File: src/rtl/imm_decode_stage_pkg.sv
// imm_decode_stage_pkg: immediate type codes and RISC-V opcode constants
package imm_decode_stage_pkg;
    typedef enum logic [2:0] {
        RTYPE  = 3'd0,
        ITYPE  = 3'd1,
        STYPE  = 3'd2,
        BTYPE  = 3'd3,
        UTYPE  = 3'd4,
        JTYPE  = 3'd5,
        SHTYPE = 3'd6,
        ZTYPE  = 3'd7
    } imm_type_e;

    localparam logic [6:0] OP_LUI     = 7'b0110111;
    localparam logic [6:0] OP_AUIPC   = 7'b0010111;
    localparam logic [6:0] OP_JAL     = 7'b1101111;
    localparam logic [6:0] OP_JALR    = 7'b1100111;
    localparam logic [6:0] OP_BRANCH  = 7'b1100011;
    localparam logic [6:0] OP_LOAD    = 7'b0000011;
    localparam logic [6:0] OP_STORE   = 7'b0100011;
    localparam logic [6:0] OP_OPIMM   = 7'b0010011;
    localparam logic [6:0] OP_OP      = 7'b0110011;
    localparam logic [6:0] OP_OPIMM32 = 7'b0011011;
    localparam logic [6:0] OP_OP32    = 7'b0111011;
    localparam logic [6:0] OP_SYSTEM  = 7'b1110011;
endpackage

File: src/rtl/imm_decode_stage_expand.sv
// imm_expand: combinational opcode-driven immediate expansion for RV32/RV64
module imm_expand
    import imm_decode_stage_pkg::*;
#(
    parameter int XLEN = 32
) (
    input  logic [31:0]     instr,
    output logic [XLEN-1:0] imm,
    output imm_type_e       ty,
    output logic            illegal
);
    localparam bit RV64 = (XLEN == 64);

    logic [6:0]  op;
    logic [2:0]  f3;
    logic [31:0] i32, s32, b32, u32, j32;
    logic [XLEN-1:0] shamt;

    assign op  = instr[6:0];
    assign f3  = instr[14:12];
    assign i32 = {{20{instr[31]}}, instr[31:20]};
    assign s32 = {{20{instr[31]}}, instr[31:25], instr[11:7]};
    assign b32 = {{20{instr[31]}}, instr[7], instr[30:25], instr[11:8], 1'b0};
    assign u32 = {instr[31:12], 12'b0};
    assign j32 = {{12{instr[31]}}, instr[19:12], instr[20], instr[30:21], 1'b0};
    assign shamt = (!RV64 || op == OP_OPIMM32) ? XLEN'(instr[24:20]) : XLEN'(instr[25:20]);

    // pick the immediate format from the opcode; unknown opcodes yield a zero R-type marked illegal
    always_comb begin
        imm     = '0;
        ty      = RTYPE;
        illegal = 1'b0;
        case (op)
            OP_LUI, OP_AUIPC: begin
                ty  = UTYPE;
                imm = XLEN'($signed(u32));
            end
            OP_JAL: begin
                ty  = JTYPE;
                imm = XLEN'($signed(j32));
            end
            OP_JALR, OP_LOAD: begin
                ty  = ITYPE;
                imm = XLEN'($signed(i32));
            end
            OP_STORE: begin
                ty  = STYPE;
                imm = XLEN'($signed(s32));
            end
            OP_BRANCH: begin
                ty  = BTYPE;
                imm = XLEN'($signed(b32));
            end
            OP_OP: ;
            OP_OP32: illegal = !RV64;
            OP_OPIMM, OP_OPIMM32: begin
                if (op == OP_OPIMM32 && !RV64) begin
                    illegal = 1'b1;
                end else if (f3[1:0] == 2'b01) begin
                    ty      = SHTYPE;
                    imm     = shamt;
                    illegal = !RV64 && instr[25];
                end else begin
                    ty  = ITYPE;
                    imm = XLEN'($signed(i32));
                end
            end
            OP_SYSTEM: begin
                ty  = f3[2] ? ZTYPE : ITYPE;
                imm = f3[2] ? XLEN'(instr[19:15]) : XLEN'($signed(i32));
            end
            default: illegal = 1'b1;
        endcase
    end
endmodule

File: src/rtl/imm_decode_stage.sv
// imm_decode_stage: registered ID-stage immediate generator with skid-buffered valid/ready
module imm_decode_stage
    import imm_decode_stage_pkg::*;
#(
    parameter int XLEN    = 32,
    parameter bit SKID_EN = 1
) (
    input  logic            clk,
    input  logic            rst,
    input  logic            flush,
    input  logic            in_valid,
    output logic            in_ready,
    input  logic [31:0]     in_instr,
    output logic            out_valid,
    input  logic            out_ready,
    output logic [XLEN-1:0] out_imm,
    output logic [2:0]      out_type,
    output logic            out_illegal
);
    localparam int EW = XLEN + 4;

    logic [XLEN-1:0] ex_imm;
    imm_type_e       ex_ty;
    logic            ex_ill;
    logic [EW-1:0]   new_e, out_q, out_d, skid_q, skid_d;
    logic            out_valid_q, out_valid_d, skid_valid_q, skid_valid_d;
    logic            in_fire, free;

    imm_expand #(.XLEN(XLEN)) u_expand (
        .instr  (in_instr),
        .imm    (ex_imm),
        .ty     (ex_ty),
        .illegal(ex_ill)
    );

    assign new_e       = {ex_ill, ex_ty, ex_imm};
    assign in_ready    = !rst && (SKID_EN ? !skid_valid_q : (!out_valid_q || out_ready));
    assign in_fire     = in_valid && in_ready;
    assign free        = !out_valid_q || out_ready;
    assign out_valid   = out_valid_q;
    assign out_imm     = out_q[XLEN-1:0];
    assign out_type    = out_q[XLEN+2:XLEN];
    assign out_illegal = out_q[EW-1];

    // output slot refills from the skid first, then from the input; a stalled slot diverts input to the skid
    always_comb begin
        out_valid_d  = out_valid_q;
        out_d        = out_q;
        skid_valid_d = skid_valid_q;
        skid_d       = skid_q;
        if (flush) begin
            out_valid_d  = 1'b0;
            skid_valid_d = 1'b0;
        end else if (free) begin
            out_valid_d  = skid_valid_q || in_fire;
            out_d        = skid_valid_q ? skid_q : in_fire ? new_e : out_q;
            skid_valid_d = 1'b0;
        end else if (in_fire) begin
            skid_valid_d = 1'b1;
            skid_d       = new_e;
        end
    end

    // state registers with synchronous reset to an empty stage
    always_ff @(posedge clk) begin
        if (rst) begin
            out_valid_q  <= 1'b0;
            out_q        <= {1'b0, RTYPE, {XLEN{1'b0}}};
            skid_valid_q <= 1'b0;
            skid_q       <= '0;
        end else begin
            out_valid_q  <= out_valid_d;
            out_q        <= out_d;
            skid_valid_q <= skid_valid_d;
            skid_q       <= skid_d;
        end
    end
endmodule

File: config.mk
export PLATFORM = sky130hd
export DESIGN_NAME = imm_decode_stage
export DESIGN_NICKNAME = d
export VERILOG_FILES = /design/src/rtl/imm_decode_stage_pkg.sv /design/src/rtl/imm_decode_stage_expand.sv /design/src/rtl/imm_decode_stage.sv
export SDC_FILE = /design/constraint.sdc
export NUM_CORES = 1
export LEC_CHECK = 0
export CAP_MARGIN = 15
export CORE_UTILIZATION = 40
export DETAILED_ROUTE_END_ITERATION = 7
export SLEW_MARGIN = 30
export SYNTH_ARGS = -nofsm -noshare
export SYNTH_HDL_FRONTEND = slang
export SYNTH_HIERARCHICAL = 1
export SYNTH_SLANG_ARGS = --single-unit
File: constraint.sdc
create_clock -name clk -period 4.7 [get_ports clk]
set_input_delay 0.94 -clock clk [delete_from_list [all_inputs] [get_ports clk]]
set_output_delay 0.94 -clock clk [all_outputs]
set_load 0.005 [all_outputs]
==> flow_summary.yaml, run 1 <==
outcome:
  status: "complete, no violations"
worst_setup_path:
  cp.required_ns: 4.94
  worst-setup-path-type: "in2reg"
  cp-start-kind: "input pin"
  cp_max_fo: 13
  worstPathArrival_ns: 3.35
  cp-end-kind: "flip-flop"
sta:
  fin_crit_sh_pct: 66.0
  fin_hold_ws_ns: 0.481
  fin_setup_tns_ns: 0
  worstMarginPinSlew_ns: 0.938
  setup_viol: 0
  hold_viol: 0
  fin_crit_ns: 3.10
  skew_ns: 0.0115
  fmax_mhz: 322
  rsz0062_at_grt: "no"
  drv_slew: 0
  relSlewSlack_pct: 37.2
cts:
  h-tree-depth: 3
  ctsLongestPathBuffers: 2
  numCtsBuffers: 9
  clkSinkCount: 74
  cts_root_buf: "clkbuf_8"
  clock_latency_ns: 0.35
  post-cts-setup-buffer-count: 0
  cts_hold_buf: 0
  cts_tree: "yes"
  ctsResizeCount: 0
  path_clk_slew_ns: 0.09
floorplanning:
  start_util_pct: 41.0
  ios: 75
  num_rows: 37
  die_width_um: 105
  die_h_um: 105
  die_area_um2: 10900
  core-area_um2: 10300
yosys:
  synth_seq_cells: 74
  ys.flop_type: "dfxtp_1"
  synth-seq-area-share_pct: 35.2
  synth_edf_count: 0
  netlist_instances: 489
  ys_async_sr_fraction_pct: 0
  syn_avg_cell_area_um2: 8.62
  synth_nets: 526
  yosys_warnings: 6
  syn_area_um2: 4210
  synth_cell_types: 46
global_routing:
  grt_max_degree: 69
  grt_pass1_vias: 3603
  antenna_found_initial: 0
  grt_overflow: 0
  grt_pass1_wl_mm: 18.4
  grtUsageTotal_pct: 21.2
detailed_routing:
  ant_nets: 0
  drt_first_pass_iters: 4
  wirelength_mm: 11.3
  viasPerCell: 5.42
  drc: 0
  routedWlPerCell_um: 16.6
  first_iter_violations: 216
  num_vias: 3687
final_layout:
  final_area_um2: 5200
  finalNonFillerCells: 680
  drive_above_1_share_pct: 11.8
  n_antenna_cell: 0
  syn_to_final_growth_pct: 23.3
  nNetsFinal: 576
  final_cell_mix: "clkdlybuf4s50_1, dfxtp_1, nor2_1"
place:
  routabilityCongestion: 0.845
  io_buffer_count: 74
  dp_cells: 664
  dp_hpwl_mm: 7.51
  postPlaceCellArea_um2: 4960
power_and_ir_drop:
  p_leak_nw: 1.90
  ir_worst_vdd_mv: 0.175
  power_density_nw_per_um2: 261
flow_run:
  cap_violations: 0
worst_hold_path:
  hp-class: "reg2reg"
[routing by layer]
| layer | vias up | share of wire [%] | global-route usage (%) |
|---|---|---|---|
| li1 | 1832 | - | - |
| met1 | 1757 | 48 | 28.3 |
| met2 | 81 | 46 | 34.1 |
| met3 | 17 | 3.6 | 3.49 |
| met4 | 0 | 2.1 | 8.15 |
| met5 | - | 0 | 0 |
[power by group]
group | leakage (nW) | total, mW | switching (mW) | internal, mW
registers | 0.597 | 0.630 | 0.00137 | 0.629
logic | 1.19 | 0.147 | 0.0846 | 0.0623
clock network | 0.119 | 0.581 | 0.260 | 0.321
total | 1.90 | 1.36 | 0.346 | 1.01
[cells by family after synthesis]
family / after synthesis / share of synthesized area, %
AND/OR/NAND/NOR: 171 / 21.3
AO/OA/AOI/OAI: 126 / 19.2
multiplexers: 74 / 18.7
flip-flops: 74 / 35.2
buffers and inverters: 44 / 5.64
[worst max-delay path, cell delays in order]
cell and delay [ns]:
clkdlybuf4s50_1 0.80, nor2b_1 0.31, a2111oi_0 0.10, a31oi_1 0.54, nor2b_1 0.14, mux2i_1 0.17, nor2_1 0.06, mux2_2 0.28
[worst paths after layout]
kind | from | end | slack, ns | depth (start not counted)
worst max register to register | skid_valid_q | out_q[11] | 2.72 | 3
worst max-delay path | in_instr[3] | out_q[5] | 1.60 | 8
worst min-delay path | skid_q[19] | skid_q[19] | 0.48 | 2
worst min register to register | skid_q[19] | skid_q[19] | 0.48 | 2
[area by class of cell]
class | count | area [um^2]
clock buffers | 10 | 138
clock inverters | 6 | 97.6
fillers | 1017 | 5080
inverters | 1 | 3.75
multi-input cells | 371 | 2510
flip-flops and latches | 74 | 1480
well taps | 136 | 170
repair buffers | 82 | 798
[per-stage QoR]
step                power (mW)  setup slack [ns]  utilization [%]
global route              1.42              1.34             50.6
global placement         0.792              1.20             48.3
detailed placement       0.791              1.21             48.3
CTS                       1.37              1.59             50.6
floorplan                0.729              2.12                -
finish                    1.36              1.60             50.6
[cells in the mapped netlist (2+ instances only)]
cell type	n	area share (%)
a21o_1	20	3.6
a21oi_1	42	5.0
a221o_1	4	0.95
a22oi_1	5	0.89
a31oi_1	2	0.30
and2_1	2	0.30
buf_2	19	2.3
buf_4	5	0.89
buf_6	4	1.1
clkbuf_1	14	1.2
dfxtp_1	74	35
mux2_1	10	2.7
mux2_2	28	7.5
mux2i_1	36	8.6
nand2_1	12	1.1
nand2b_1	6	0.89
nand3_1	38	4.5
nor2_1	52	4.6
nor2b_1	50	7.4
nor3b_1	2	0.36
o21ai_0	8	0.95
o21ai_1	29	3.4
o22ai_1	4	0.59
[state kept, by name, indices dropped and copies added, names as in the netlist]
register      flops
skid_valid_q      1
out_valid         1
out_q            36
skid_q           36
Note: power is estimated with default switching activity, not from simulation.
==> run 2, diff against run 1 <==
--- a/config.mk
+++ b/config.mk
@@ -8,6 +8,7 @@
 export CAP_MARGIN = 15
 export CORE_UTILIZATION = 40
 export DETAILED_ROUTE_END_ITERATION = 7
+export PLACE_DENSITY = 0.66
 export SLEW_MARGIN = 30
 export SYNTH_ARGS = -nofsm -noshare
 export SYNTH_HDL_FRONTEND = slang
==> constraint.sdc (replaced) <==
create_clock -name clk -period 2.6 [get_ports clk]
set_input_delay 0.52 -clock clk [delete_from_list [all_inputs] [get_ports clk]]
set_output_delay 0.52 -clock clk [all_outputs]
set_load 0.005 [all_outputs]
==> run 2 against run 1 <==
Effect of this change:
- utilization increased by 1.9 points
- combinational power up 100%
- power is 73% higher
- clock power grew 57%
- worst setup slack got worse by 1.3 ns
- final cell count increased by 3.8%
- flip-flop and latch count did not move
- via count grew 3.0%
- sequential share of layout area is 1.0 points lower
==> flow_summary.yaml, run 2 (synthesis results as in run 1) <==
sta:
  setup_viol: 0
  skew_ns: 0.0116
  hold_viol: 0
  worstMarginPinSlew_ns: 0.579
  relSlewSlack_pct: 61.4
  drv_slew: 0
  fin_crit_ns: 2.33
  fin_hold_ws_ns: 0.480
  fin_crit_sh_pct: 89.7
  fmax_mhz: 429
  rsz0062_at_grt: "no"
global_routing:
  grtUsageTotal_pct: 21.5
  grt_overflow: 0
  grt_pass1_wl_mm: 18.8
  grt_pass1_vias: 3812
  antenna_found_initial: 0
  grt_max_degree: 61
detailed_routing:
  drc: 0
  routedWlPerCell_um: 15.8
  wirelength_mm: 11.2
  ant_nets: 0
  num_vias: 3799
  drt_first_pass_iters: 4
  viasPerCell: 5.38
  first_iter_violations: 202
final_layout:
  finalNonFillerCells: 706
  multiInputGateArea_um2: 2510
  largestRegisters: "out_q: 36 flops, skid_q: 36 flops"
  regArea_um2: 1480
  final_cell_mix: "clkdlybuf4s50_1, dfxtp_1, nor2_1"
  fillers: 1004
  nNetsFinal: 602
  drive_above_1_share_pct: 15.8
  n_antenna_cell: 0
  syn_to_final_growth_pct: 28.0
power_and_ir_drop:
  p_leak_nw: 2.02
  ir_worst_vdd_mv: 0.320
  power_density_nw_per_um2: 435
worst_setup_path:
  worstPathArrival_ns: 2.58
  worstRegToRegCells: 4
  crit_chain: "clkdlybuf4s50_1 -> and4bb_2 -> nand3_1 -> o22ai_4 -> buf_12 -> a21o_2 -> mux2i_1 -> nor2_1 -> mux2_1"
  path_buf_inv: 2
  ff2ff_setup_slack_ns: 1.04
  path_delay_family: "buffers and inverters"
  reg2reg_to: "out_q[35]"
  cp-end-kind: "flip-flop"
  cp.required_ns: 2.85
  critPathSlowestCell: "clkdlybuf4s50_1"
  worst-setup-path-type: "in2reg"
  cp-start-kind: "input pin"
  cp_max_fo: 12
  r2r_start: "skid_valid_q"
  crit_cells: 9
  critPathMaxStageDelay_ns: 0.55
cts:
  clock_latency_ns: 0.36
  clkSinkCount: 74
  ctsResizeCount: 0
  path_clk_slew_ns: 0.08
  h-tree-depth: 3
  cts_tree: "yes"
  post-cts-setup-buffer-count: 0
  cts_root_buf: "clkbuf_8"
  numCtsBuffers: 9
  cts_hold_buf: 0
  ctsLongestPathBuffers: 2
place:
  io_buffer_count: 74
  routabilityCongestion: 0.825
  dp_hpwl_mm: 7.80
  dp_cells: 690
worst_hold_path:
  hold_depth: 2
  min_to: "skid_q[4]"
  hp-start: "skid_q[4]"
  hp-class: "reg2reg"
floorplanning:
  die_area_um2: 10900
  start_util_pct: 41.0
  die_h_um: 105
  core-area_um2: 10300
  ios: 75
  num_rows: 37
  die_width_um: 105
flow_run:
  cap_violations: 0
outcome:
  status: "complete, no violations"
run 2: changes by cell type in the layout (fill, tap and decap cells not counted), sizes merged:
cell,before,now
buf,9,35
clkinvlp,0,2
bufinv,2,1
clkbuf,10,9
run 2: per-layer routing:
| metal | part of all wire [%] | routed length [um] | GRT usage, % |
|---|---|---|---|
| met4 | 2.4 | 266 | 8.25 |
| met5 | 0 | 0 | 0 |
| met2 | 49 | 5420 | 36.4 |
| met1 | 45 | 5020 | 26.7 |
| met3 | 4.1 | 457 | 4.68 |
run 2: worst max path at each step:
stage	from	endpoint
2_1_floorplan	in_instr[12]	out_q[26]
3_3_place_gp	in_instr[3]	out_q[26]
3_5_place_dp	in_instr[3]	out_q[26]
4_1_cts	in_instr[3]	out_q[26]
5_1_grt	in_instr[6]	out_q[8]
6_report	in_instr[3]	out_q[26]
run 2: power breakdown:
group / internal (mW) / switching (mW)
Clock: 0.449 / 0.461
Combinational: 0.138 / 0.159
Sequential: 1.14 / 0.00253
run 2: through the flow:
stage | utilization (%) | setup TNS [ns] | area [um^2] | setup slack (ns) | total power, mW
2_1_floorplan | - | 0 | 4210 | 0.580 | 1.32
3_3_place_gp | 50.5 | -0.695 | 5190 | -0.0945 | 1.46
3_5_place_dp | 50.5 | -0.709 | 5190 | -0.126 | 1.46
4_1_cts | 52.5 | 0 | 5390 | 0.261 | 2.38
5_1_grt | 52.5 | 0 | 5390 | 0.144 | 2.44
6_report | 52.5 | 0 | 5390 | 0.269 | 2.35
run 2: layout make-up:
| type | count | share of cell area [%] |
|---|---|---|
| Multi-Input combinational cell | 371 | 46.5 |
| Sequential cell | 74 | 27.5 |
| Timing Repair Buffer | 108 | 19.1 |
| Tap cell | 136 | 3.15 |
| Clock buffer | 9 | 2.30 |
| Clock inverter | 7 | 1.41 |
| Inverter | 1 | 0.0696 |
run 2: worst min-delay path: stages, from the launching register on:
cell and delay, ns:
dfxtp_1 0.31, o21ai_0 0.06, a21oi_1 0.06
